==> config.mk <==
export PLATFORM = sky130hd
export DESIGN_NAME = diff_patch_unit_flat
export DESIGN_NICKNAME = d
export VERILOG_FILES = /design/src/rtl/diff_patch_unit_pkg.sv /design/src/rtl/diff_patch_unit_if.sv /design/src/rtl/diff_patch_unit_index_to_onehot.sv /design/src/rtl/diff_patch_unit.sv /design/src/flat_wrapper.sv
export SDC_FILE = /design/constraint.sdc
export NUM_CORES = 1
export LEC_CHECK = 0
export BUFFER_PORTS_ARGS = -buffer_cell sky130_fd_sc_hd__buf_2
export CAP_MARGIN = 25
export CORE_UTILIZATION = 52
export CTS_BUF_LIST = sky130_fd_sc_hd__clkbuf_4
export DETAILED_ROUTE_END_ITERATION = 8
export PLACE_DENSITY_LB_ADDON = 0.12
export SETUP_SLACK_MARGIN = 0.1
export SLEW_MARGIN = 20
export SYNTH_ARGS = -nofsm -noshare
export SYNTH_HDL_FRONTEND = slang
export SYNTH_HIERARCHICAL = 1
export SYNTH_SLANG_ARGS = --single-unit
==> constraint.sdc <==
create_clock -name clk -period 1.5 [get_ports clk]
set_input_delay 0.075 -clock clk [delete_from_list [all_inputs] [get_ports clk]]
set_output_delay 0.075 -clock clk [all_outputs]
set_load 0.005 [all_outputs]
==> src/rtl/diff_patch_unit_pkg.sv <==
// rtl/diff_patch_unit_pkg.sv - shared widths and state encodings for the diff patch engine
package diff_patch_unit_pkg;

   localparam int DP_WIDTH = 32;
   localparam int DP_IDX_W = $clog2(DP_WIDTH);

   // Encodings match the DIFF datapath so both engines can be traced side by side.
   typedef enum logic [1:0] {
      ST_IDLE  = 2'd0,
      ST_ACCUM = 2'd1,
      ST_HOLD  = 2'd2
   } dp_state_t;

endpackage

==> src/rtl/diff_patch_unit_if.sv <==
// rtl/diff_patch_unit_if.sv - base, index and result handshake bundle for the patch engine
interface diff_patch_unit_if #(
   parameter int WIDTH = 32,
   parameter int IDX_W = $clog2(WIDTH)
);

   logic             base_valid;
   logic             base_ready;
   logic [WIDTH-1:0] base_data;
   logic             base_last;

   logic             idx_valid;
   logic             idx_ready;
   logic [IDX_W-1:0] idx_data;
   logic             idx_last;

   logic             res_valid;
   logic             res_ready;
   logic [WIDTH-1:0] res_data;
   logic [IDX_W:0]   res_count;
   logic             res_err;

   modport master (
      output base_valid, base_data, base_last,
      output idx_valid, idx_data, idx_last,
      output res_ready,
      input  base_ready, idx_ready,
      input  res_valid, res_data, res_count, res_err
   );

   modport slave (
      input  base_valid, base_data, base_last,
      input  idx_valid, idx_data, idx_last,
      input  res_ready,
      output base_ready, idx_ready,
      output res_valid, res_data, res_count, res_err
   );

endinterface

==> src/rtl/diff_patch_unit_index_to_onehot.sv <==
// rtl/diff_patch_unit_index_to_onehot.sv - bit index to one-hot flip mask with range flag
module diff_patch_unit_index_to_onehot #(
   parameter int WIDTH = 32,
   parameter int IDX_W = $clog2(WIDTH)
) (
   input  logic [IDX_W-1:0] idx,
   output logic [WIDTH-1:0] onehot,
   output logic             in_range
);

   logic [31:0] idx_ext;

   // Widened so the compare stays meaningful when WIDTH is not a power of two.
   assign idx_ext  = 32'(idx);
   assign in_range = (idx_ext < 32'(WIDTH));
   assign onehot   = in_range ? ({{(WIDTH-1){1'b0}}, 1'b1} << idx) : '0;

endmodule

==> src/rtl/diff_patch_unit.sv <==
// rtl/diff_patch_unit.sv - rebuilds a word from a base plus a stream of bit-flip indices
// Optional: DIFF_PATCH_ORDER_CHECK_EN flags indices that are not strictly increasing.
module diff_patch_unit
   import diff_patch_unit_pkg::*;
#(
   parameter int WIDTH = DP_WIDTH,
   parameter int IDX_W = $clog2(WIDTH)
) (
   input  logic             clk,
   input  logic             rst_n,
   diff_patch_unit_if.slave bus
);

   dp_state_t        state;
   dp_state_t        state_nxt;

   logic [WIDTH-1:0] acc;
   logic [IDX_W:0]   count;
   logic             err;

   logic [WIDTH-1:0] res_data_q;
   logic [IDX_W:0]   res_count_q;
   logic             res_err_q;

   logic             base_ready;
   logic             idx_ready;
   logic             res_valid;

   logic             base_hs;
   logic             idx_hs;
   logic             res_hs;

   logic [WIDTH-1:0] flip_mask;
   logic             idx_in_range;
   logic             order_err;

   logic [WIDTH-1:0] acc_upd;
   logic [IDX_W:0]   count_upd;
   logic             err_upd;

   // Handshakes are qualified by state directly so readies never depend on valids.
   assign base_hs = (state == ST_IDLE)  && bus.base_valid;
   assign idx_hs  = (state == ST_ACCUM) && bus.idx_valid;
   assign res_hs  = (state == ST_HOLD)  && bus.res_ready;

   diff_patch_unit_index_to_onehot #(
      .WIDTH (WIDTH),
      .IDX_W (IDX_W)
   ) u_onehot (
      .idx      (bus.idx_data),
      .onehot   (flip_mask),
      .in_range (idx_in_range)
   );

`ifdef DIFF_PATCH_ORDER_CHECK_EN
   logic [IDX_W-1:0] prev_idx;
   logic             has_prev;

   always_ff @(posedge clk) begin
      if (!rst_n) begin
         prev_idx <= '0;
         has_prev <= 1'b0;
      end else if (base_hs) begin
         prev_idx <= '0;
         has_prev <= 1'b0;
      end else if (idx_hs) begin
         prev_idx <= bus.idx_data;
         has_prev <= 1'b1;
      end
   end

   assign order_err = has_prev && (bus.idx_data <= prev_idx);
`else
   assign order_err = 1'b0;
`endif

   assign acc_upd   = acc ^ flip_mask;
   assign count_upd = (count == {(IDX_W+1){1'b1}}) ? count : count + 1'b1;
   assign err_upd   = err | ~idx_in_range | order_err;

   always_ff @(posedge clk) begin
      if (!rst_n) begin
         state <= ST_IDLE;
      end else begin
         state <= state_nxt;
      end
   end

   always_comb begin
      state_nxt  = state;
      base_ready = 1'b0;
      idx_ready  = 1'b0;
      res_valid  = 1'b0;
      case (state)
         ST_IDLE: begin
            base_ready = 1'b1;
            if (base_hs) begin
               state_nxt = bus.base_last ? ST_HOLD : ST_ACCUM;
            end
         end
         ST_ACCUM: begin
            idx_ready = 1'b1;
            if (idx_hs && bus.idx_last) begin
               state_nxt = ST_HOLD;
            end
         end
         ST_HOLD: begin
            res_valid = 1'b1;
            if (res_hs) begin
               state_nxt = ST_IDLE;
            end
         end
         default: state_nxt = ST_IDLE;
      endcase
   end

   // Result registers load only on entry to HOLD, so they freeze across stalls.
   always_ff @(posedge clk) begin
      if (!rst_n) begin
         acc         <= '0;
         count       <= '0;
         err         <= 1'b0;
         res_data_q  <= '0;
         res_count_q <= '0;
         res_err_q   <= 1'b0;
      end else if (base_hs) begin
         acc   <= bus.base_data;
         count <= '0;
         err   <= 1'b0;
         if (bus.base_last) begin
            res_data_q  <= bus.base_data;
            res_count_q <= '0;
            res_err_q   <= 1'b0;
         end
      end else if (idx_hs) begin
         acc   <= acc_upd;
         count <= count_upd;
         err   <= err_upd;
         if (bus.idx_last) begin
            res_data_q  <= acc_upd;
            res_count_q <= count_upd;
            res_err_q   <= err_upd;
         end
      end
   end

   assign bus.base_ready = base_ready;
   assign bus.idx_ready  = idx_ready;
   assign bus.res_valid  = res_valid;
   assign bus.res_data   = res_data_q;
   assign bus.res_count  = res_count_q;
   assign bus.res_err    = res_err_q;

endmodule

==> src/flat_wrapper.sv <==
// flat-port wrapper written by rule: the top's interface ports become plain ports
module diff_patch_unit_flat import diff_patch_unit_pkg::*;
#(
   parameter int WIDTH = DP_WIDTH,
   parameter int IDX_W = $clog2(WIDTH)
)
  (clk, rst_n, bus_base_valid, bus_base_data, bus_base_last, bus_idx_valid, bus_idx_data, bus_idx_last, bus_res_ready, bus_base_ready, bus_idx_ready, bus_res_valid, bus_res_data, bus_res_count, bus_res_err);
  diff_patch_unit_if #(.WIDTH(WIDTH), .IDX_W(IDX_W)) bus_i ();
  input  logic clk;
  input  logic rst_n;
  input wire logic [$bits(bus_i.base_valid)-1:0] bus_base_valid;
  input wire logic [$bits(bus_i.base_data)-1:0] bus_base_data;
  input wire logic [$bits(bus_i.base_last)-1:0] bus_base_last;
  input wire logic [$bits(bus_i.idx_valid)-1:0] bus_idx_valid;
  input wire logic [$bits(bus_i.idx_data)-1:0] bus_idx_data;
  input wire logic [$bits(bus_i.idx_last)-1:0] bus_idx_last;
  input wire logic [$bits(bus_i.res_ready)-1:0] bus_res_ready;
  output wire logic [$bits(bus_i.base_ready)-1:0] bus_base_ready;
  output wire logic [$bits(bus_i.idx_ready)-1:0] bus_idx_ready;
  output wire logic [$bits(bus_i.res_valid)-1:0] bus_res_valid;
  output wire logic [$bits(bus_i.res_data)-1:0] bus_res_data;
  output wire logic [$bits(bus_i.res_count)-1:0] bus_res_count;
  output wire logic [$bits(bus_i.res_err)-1:0] bus_res_err;
  assign bus_i.base_valid = bus_base_valid;
  assign bus_i.base_data = bus_base_data;
  assign bus_i.base_last = bus_base_last;
  assign bus_i.idx_valid = bus_idx_valid;
  assign bus_i.idx_data = bus_idx_data;
  assign bus_i.idx_last = bus_idx_last;
  assign bus_i.res_ready = bus_res_ready;
  assign bus_base_ready = bus_i.base_ready;
  assign bus_idx_ready = bus_i.idx_ready;
  assign bus_res_valid = bus_i.res_valid;
  assign bus_res_data = bus_i.res_data;
  assign bus_res_count = bus_i.res_count;
  assign bus_res_err = bus_i.res_err;
  diff_patch_unit #(.WIDTH(WIDTH), .IDX_W(IDX_W)) u_core (.clk(clk), .rst_n(rst_n), .bus(bus_i));
endmodule
Word level (Yosys, flattened, before mapping)
Index checks and enable logic that the tools add are counted.
{"block": "totals", "out_inout_bits": 42, "wordCells": 55, "register_bits": 80}
{"block": "op_classes", "reduce_logical": 10, "bitwise": 4, "magnitude_cmp": 1, "muxes": 24, "add_sub_neg": 1, "eq_ne": 7, "n_shift": 1}
{"cell": "2-to-1 mux 32 bit", "n": 7}
{"cell": "left shift 1 x 5 -> 32 bit, first input constant", "n": 1}
{"cell": "bitwise XOR 32 bit", "n": 1}
{"cell": "2-to-1 mux 6 bit", "n": 5}
{"cell": "2-to-1 mux 2 bit", "n": 4}
{"cell": "2-to-1 mux 1 bit", "n": 7}
{"cell": "adder 6 x 1 -> 6 bit, second input constant", "n": 1}
{"cell": "== test 6 bit, second input constant", "n": 1}
{"cell": "< comparator 5 x 6 -> 1 bit, second input constant", "n": 1}
{"cell": "one-hot mux 2 bit (3 select lines)", "n": 1}
{"cell": "AND reduction 3 bit", "n": 2}
{"cell": "logical AND 1 bit", "n": 4}
{"cell": "inequality test 2 x 1 -> 1 bit, second input constant", "n": 2}
{"cell": "inequality test 2 bit, second input constant", "n": 2}
{"cell": "nonzero test 2 bit", "n": 2}
{"cell": "== test 2 x 1 -> 1 bit, second input constant", "n": 1}
{"cell": "== test 2 bit, second input constant", "n": 1}
{"cell": "logical NOT 2 bit", "n": 1}
{"cell": "inverter 1 bit", "n": 2}
{"cell": "OR reduction 2 bit", "n": 1}
{"cell": "bitwise OR 1 bit", "n": 1}

Longest topological paths before layout
{"block": "logic_depth", "depth_word": 6, "depth_mapped": 7, "ltp_nobuf": 5}

Cells and area by module
Netlist, hierarchy kept.
{"mod": "diff_patch_unit", "cells_each": 414, "seq_area_each_um2": 1601.5, "area_each_um2": 4072.7, "n_inst": 1}
{"mod": "diff_patch_unit_index_to_onehot", "cells_each": 49, "seq_area_each_um2": 0.0, "area_each_um2": 225.2, "n_inst": 1}

Worst setup path after synthesis
No wires, ideal clock.
{"block": "synth_path", "path_kind": "register to register", "start": "register u_core.count[0]", "end": "register u_core.res_count_q[0] (netlist: u_core/bus.res_count[0])", "path_stages_with_launch": 5, "setup_slack_ns": -0.066, "setup_time_ns": 0.117, "arrival_ns": 1.449, "required_ns": 1.383, "period_less_slack_ns": 1.566, "cell_sequence": "dfxtp_1 > ha_1 > nand3_1 > or3_1 > a32o_1"}
{"block": "synth_between", "elab_chain_len": 5}
{"element": "start: declaration", "line": "diff_patch_unit.sv:18", "text": "logic [IDX_W:0] count;"}
{"element": "start signal: assignment", "line": "diff_patch_unit.sv:137", "text": "count <= count_upd;"}
{"element": "adder 6 x 1 -> 6 bit / == test 6 bit (equally long branches)", "line": "diff_patch_unit.sv:78", "text": "assign count_upd = (count == {(IDX_W+1){1'b1}}) ? count : count + 1'b1;"}
{"element": "2-to-1 mux 6 bit (*)", "line": "diff_patch_unit.sv:78"}
{"element": "2-to-1 mux 6 bit (*)", "line": "diff_patch_unit.sv:139", "text": "if (bus.idx_last) begin"}
{"element": "2-to-1 mux 6 bit (*)", "line": "diff_patch_unit.sv:135", "text": "end else if (idx_hs) begin"}
{"element": "2-to-1 mux 6 bit (*)", "line": "diff_patch_unit.sv:126", "text": "end else if (base_hs) begin"}
{"element": "end signal: assignment", "line": "diff_patch_unit.sv:141", "text": "res_count_q <= count_upd;"}
{"element": "end: declaration", "line": "diff_patch_unit.sv:22", "text": "logic [IDX_W:0] res_count_q;"}
Mark *: on every way between the ends. The rest lies on a longest branch, timed or not. The select of a mux whose other input is x is not followed.
A chain may end at the register's enable or synchronous reset.

Final worst setup path
{"block": "layout_path", "start": "register u_core.state[0]", "end": "register u_core.acc[31]"}
{"block": "layout_between", "elab_chain_len": 3}
{"element": "start: declaration", "line": "diff_patch_unit.sv:14", "text": "dp_state_t state;"}
{"element": "start signal: assignment", "line": "diff_patch_unit.sv:85", "text": "state <= state_nxt;"}
{"element": "== test 2 x 1 -> 1 bit / logical NOT 2 bit (equally long branches)", "line": "diff_patch_unit.sv:43, diff_patch_unit.sv:42"}
{"element": "logical AND 1 bit (on tied branches)", "line": "diff_patch_unit.sv:43, diff_patch_unit.sv:42"}
{"element": "nonzero test 2 bit (no source line) / 2-to-1 mux 32 bit (equally long branches)"}
{"element": "end signal: assignment", "line": "diff_patch_unit.sv:127", "text": "acc <= bus.base_data;"}
{"element": "end signal: assignment", "line": "diff_patch_unit.sv:136", "text": "acc <= acc_upd;"}
{"element": "end: declaration", "line": "diff_patch_unit.sv:17", "text": "logic [WIDTH-1:0] acc;"}
Several ways; a longest one is shown, not always the timed one.

==> metrics.yaml <==
holdPathEnd: "u_core/acc[18]"
synth_compound_area_frac: 0.185
routedWlPerCell_um: 19.1
drt_iter0_drc: 220
power.density_nw_per_um2: 864
die_w_um: 92.9
synth_xor_area_frac: 0.128
grt_remaining_overflow: 0
synthTopCellsByArea: "dfxtp_1, xor2_1, mux2i_1, o2bb2ai_1, nand4b_1"
synth_top_family_by_area: "compound AO/OA/AOI/OAI gates"
min_path_type: "input port to flop"
grt_usage: 0.264
crit_path_end_kind: "flop"
maxSlewViolCount: 0
viasPerCell: 5.87
clock_sinks: 80
core_um2: 7850
use_met1: 0.353
busiest_layer: "met2"
dieArea_um2: 8630
grt_pass1_wl_mm: 17.9
max_clock_freq_ghz: 0.650
cts_tree: "built"
synth_edf_count: 0
reg2reg_from: "u_core/state[0]"
synth_seq_cells: 80
hp-start: "rst_n"
cp.required_ns: 1.85
htreeDepth: 3
place_congestion: 0.831
fillers: 571
crit_type: "flop to flop"
violations: "negative setup slack"
ctsRootBufferMaster: "clkbuf_4"
grt_pass1_vias: 3654
final-hold-violation-count: 0
rsz0062_at_grt: "yes"
r2r-end: "u_core/acc[31]"
synth_nets: 508
io_buffers: 85
drt-total-wl_mm: 13.3
final_common_cell: "buf_2"
finalCritPeriodShare: 1.03
drc_errors: 0
finalSetupViolations: 9
final_net_count: 635
vias: 4082
synth_top_area_frac: 0.373
synthCells: 463
ys_types: 48
vdd_drop_max_mv: 0.456
p_leak_uw: 0.00255
hold_depth: 4
die-height_um: 92.9
cp_data_arrival_time_ns: 1.89
cp-start-kind: "flop"
outcome: "finished with violations"
synthMuxAreaShare: 0.0815
ys_warn_count: 6
synthSimpleGateAreaFrac: 0.173
seq_area_frac_synth: 0.373
antenna_cells: 0
synth_adder_area_share: 0.00291
synth_top_cell_by_area: "dfxtp_1"
grt_max_degree: 55
dp_cells: 626
start_util: 0.548
fin_skew_ns: 0.0189
syn_area_um2: 4300
rrSetupSlack_ns: -0.04
antenna_found_initial: 0
clk_pin_slew_ns: 0.13
syn_avg_cell_area_um2: 9.28
path_max_fanout: 9
clk_path_buf_depth: 2
final_cell_mix: "buf_2, dfxtp_1, xor2_1"
total_power_uw: 5140
dp_hpwl_mm: 7.33
numCtsBuffers: 9
ios: 86
fin_ws_ns: -0.0395
rows: 32
synth_ff_type: "dfxtp_1"
max-cap-violations: 0
reg2reg_depth: 4
synthToLayoutAreaGrowth_pct: 38.5
worstSkewPairLatency_ns: 0.43
detail-route-antenna-nets: 0
met2_usage: 0.425
fin_cells: 695
period_needed_ns: 1.54
layout-drive-gt1-share: 0.325
use_met3: 0.0337
dr.pass1.iters: 5
async_flop_share: 0
==> repair_timing <==
item,CTS,global route
buffers inserted,5,3
pin swaps,2,14
endpoints found under the hold margin,62,0
gates resized for setup,11,85
cloned,0,13
endpoints found under the setup margin,43,76
hold buffers,34,0
==> cells by family (layout without fill, tap and decap cells) <==
family          count (synthesis)  count (layout)
buf+inv                        45             174
mux                            35              35
xor+xnor                       63              63
flops                          80              80
simple gates                  117             118
fa+ha+maj                       1               1
other cells                     1               1
compound gates                121             121
==> cell type report <==
type	instances	area [um2]	share of cell area
Clock buffer	10	75.1	0.0126
Clock inverter	4	71.3	0.0120
Inverter	2	7.51	0.00126
Multi-Input combinational cell	339	2750	0.462
Sequential cell	80	1620	0.272
Tap cell	102	128	0.0214
Timing Repair Buffer	158	1300	0.219
==> routing by layer <==
layer,vias to the layer above,routed length [um]
met1,1954,5740
met2,157,6490
met4,0,359
met5,-,0
met3,29,703
li1,1942,-
==> critical path, cell delays in order, from the launching register on <==
cell	delay, ns
dfxtp_4	0.40
or3b_4	0.48
buf_12	0.19
a21bo_2	0.21
o21ai_1	0.17
==> sequential cells by signal (all words and copies together) (netlist names) <==
name,cells
u_core/bus.res_err,1
u_core/bus.res_count,6
u_core/count,6
u_core/acc,32
u_core/state,2
u_core/bus.res_data,32
u_core/err,1
==> Yosys cell counts, types with 2 or more instances <==
cell and n:
clkbuf_1 22, dfxtp_1 80, buf_4 2, nand2_1 5, xor2_1 63, a31oi_1 2
and4_1 2, or3b_1 4, buf_6 6, and2_1 2, inv_1 2, o21a_1 2
nor3_1 2, nor2b_1 2, a21oi_1 35, buf_2 13, a32o_1 3, o21ai_0 34
or3_1 2, nor2_1 35, or2_2 2, nand4_1 3, o2111a_1 2, nand3_1 8
nand2b_1 4, mux2i_1 35, nand4b_1 32, nand3b_1 7, o2bb2ai_1 33
==> metrics by stage <==
stage	setup slack [ns]	area, um2	TNS, ns	util	hold slack [ns]
3_3_place_gp	0.0670	4840	0	0.616	0.349
5_1_grt	-0.0845	5950	-1.55	0.758	0.142
2_1_floorplan	0.0747	4320	0	-	0.220
6_report	-0.0395	5950	-0.104	0.758	0.136
3_5_place_dp	0.0546	4840	0	0.616	0.337
4_1_cts	0.0575	5390	0	0.687	0.114
==> power breakdown <==
| group | total, uW | switching [uW] | internal (uW) |
|---|---|---|---|
| clock | 1420 | 751 | 673 |
| combinational | 1340 | 663 | 673 |
| sequential | 2380 | 116 | 2270 |
==> how the worst max path moves through the flow <==
| stage | from | end | slack [ns] | cells past startpoint |
|---|---|---|---|---|
| detailed placement | u_core/state[1] | u_core/bus.res_data[25] | 0.05 | 4 |
| CTS | u_core/state[0] | u_core/bus.res_data[21] | 0.06 | 4 |
| finish | u_core/state[0] | u_core/acc[31] | -0.04 | 4 |
| global route | u_core/state[1] | u_core/bus.res_data[31] | -0.08 | 5 |
| floorplan | u_core/state[0] | u_core/bus.res_data[30] | 0.07 | 5 |
| global placement | bus_idx_data[0] | u_core/bus.res_data[28] | 0.07 | 6 |
Note: power is estimated with default switching activity, not from simulation.
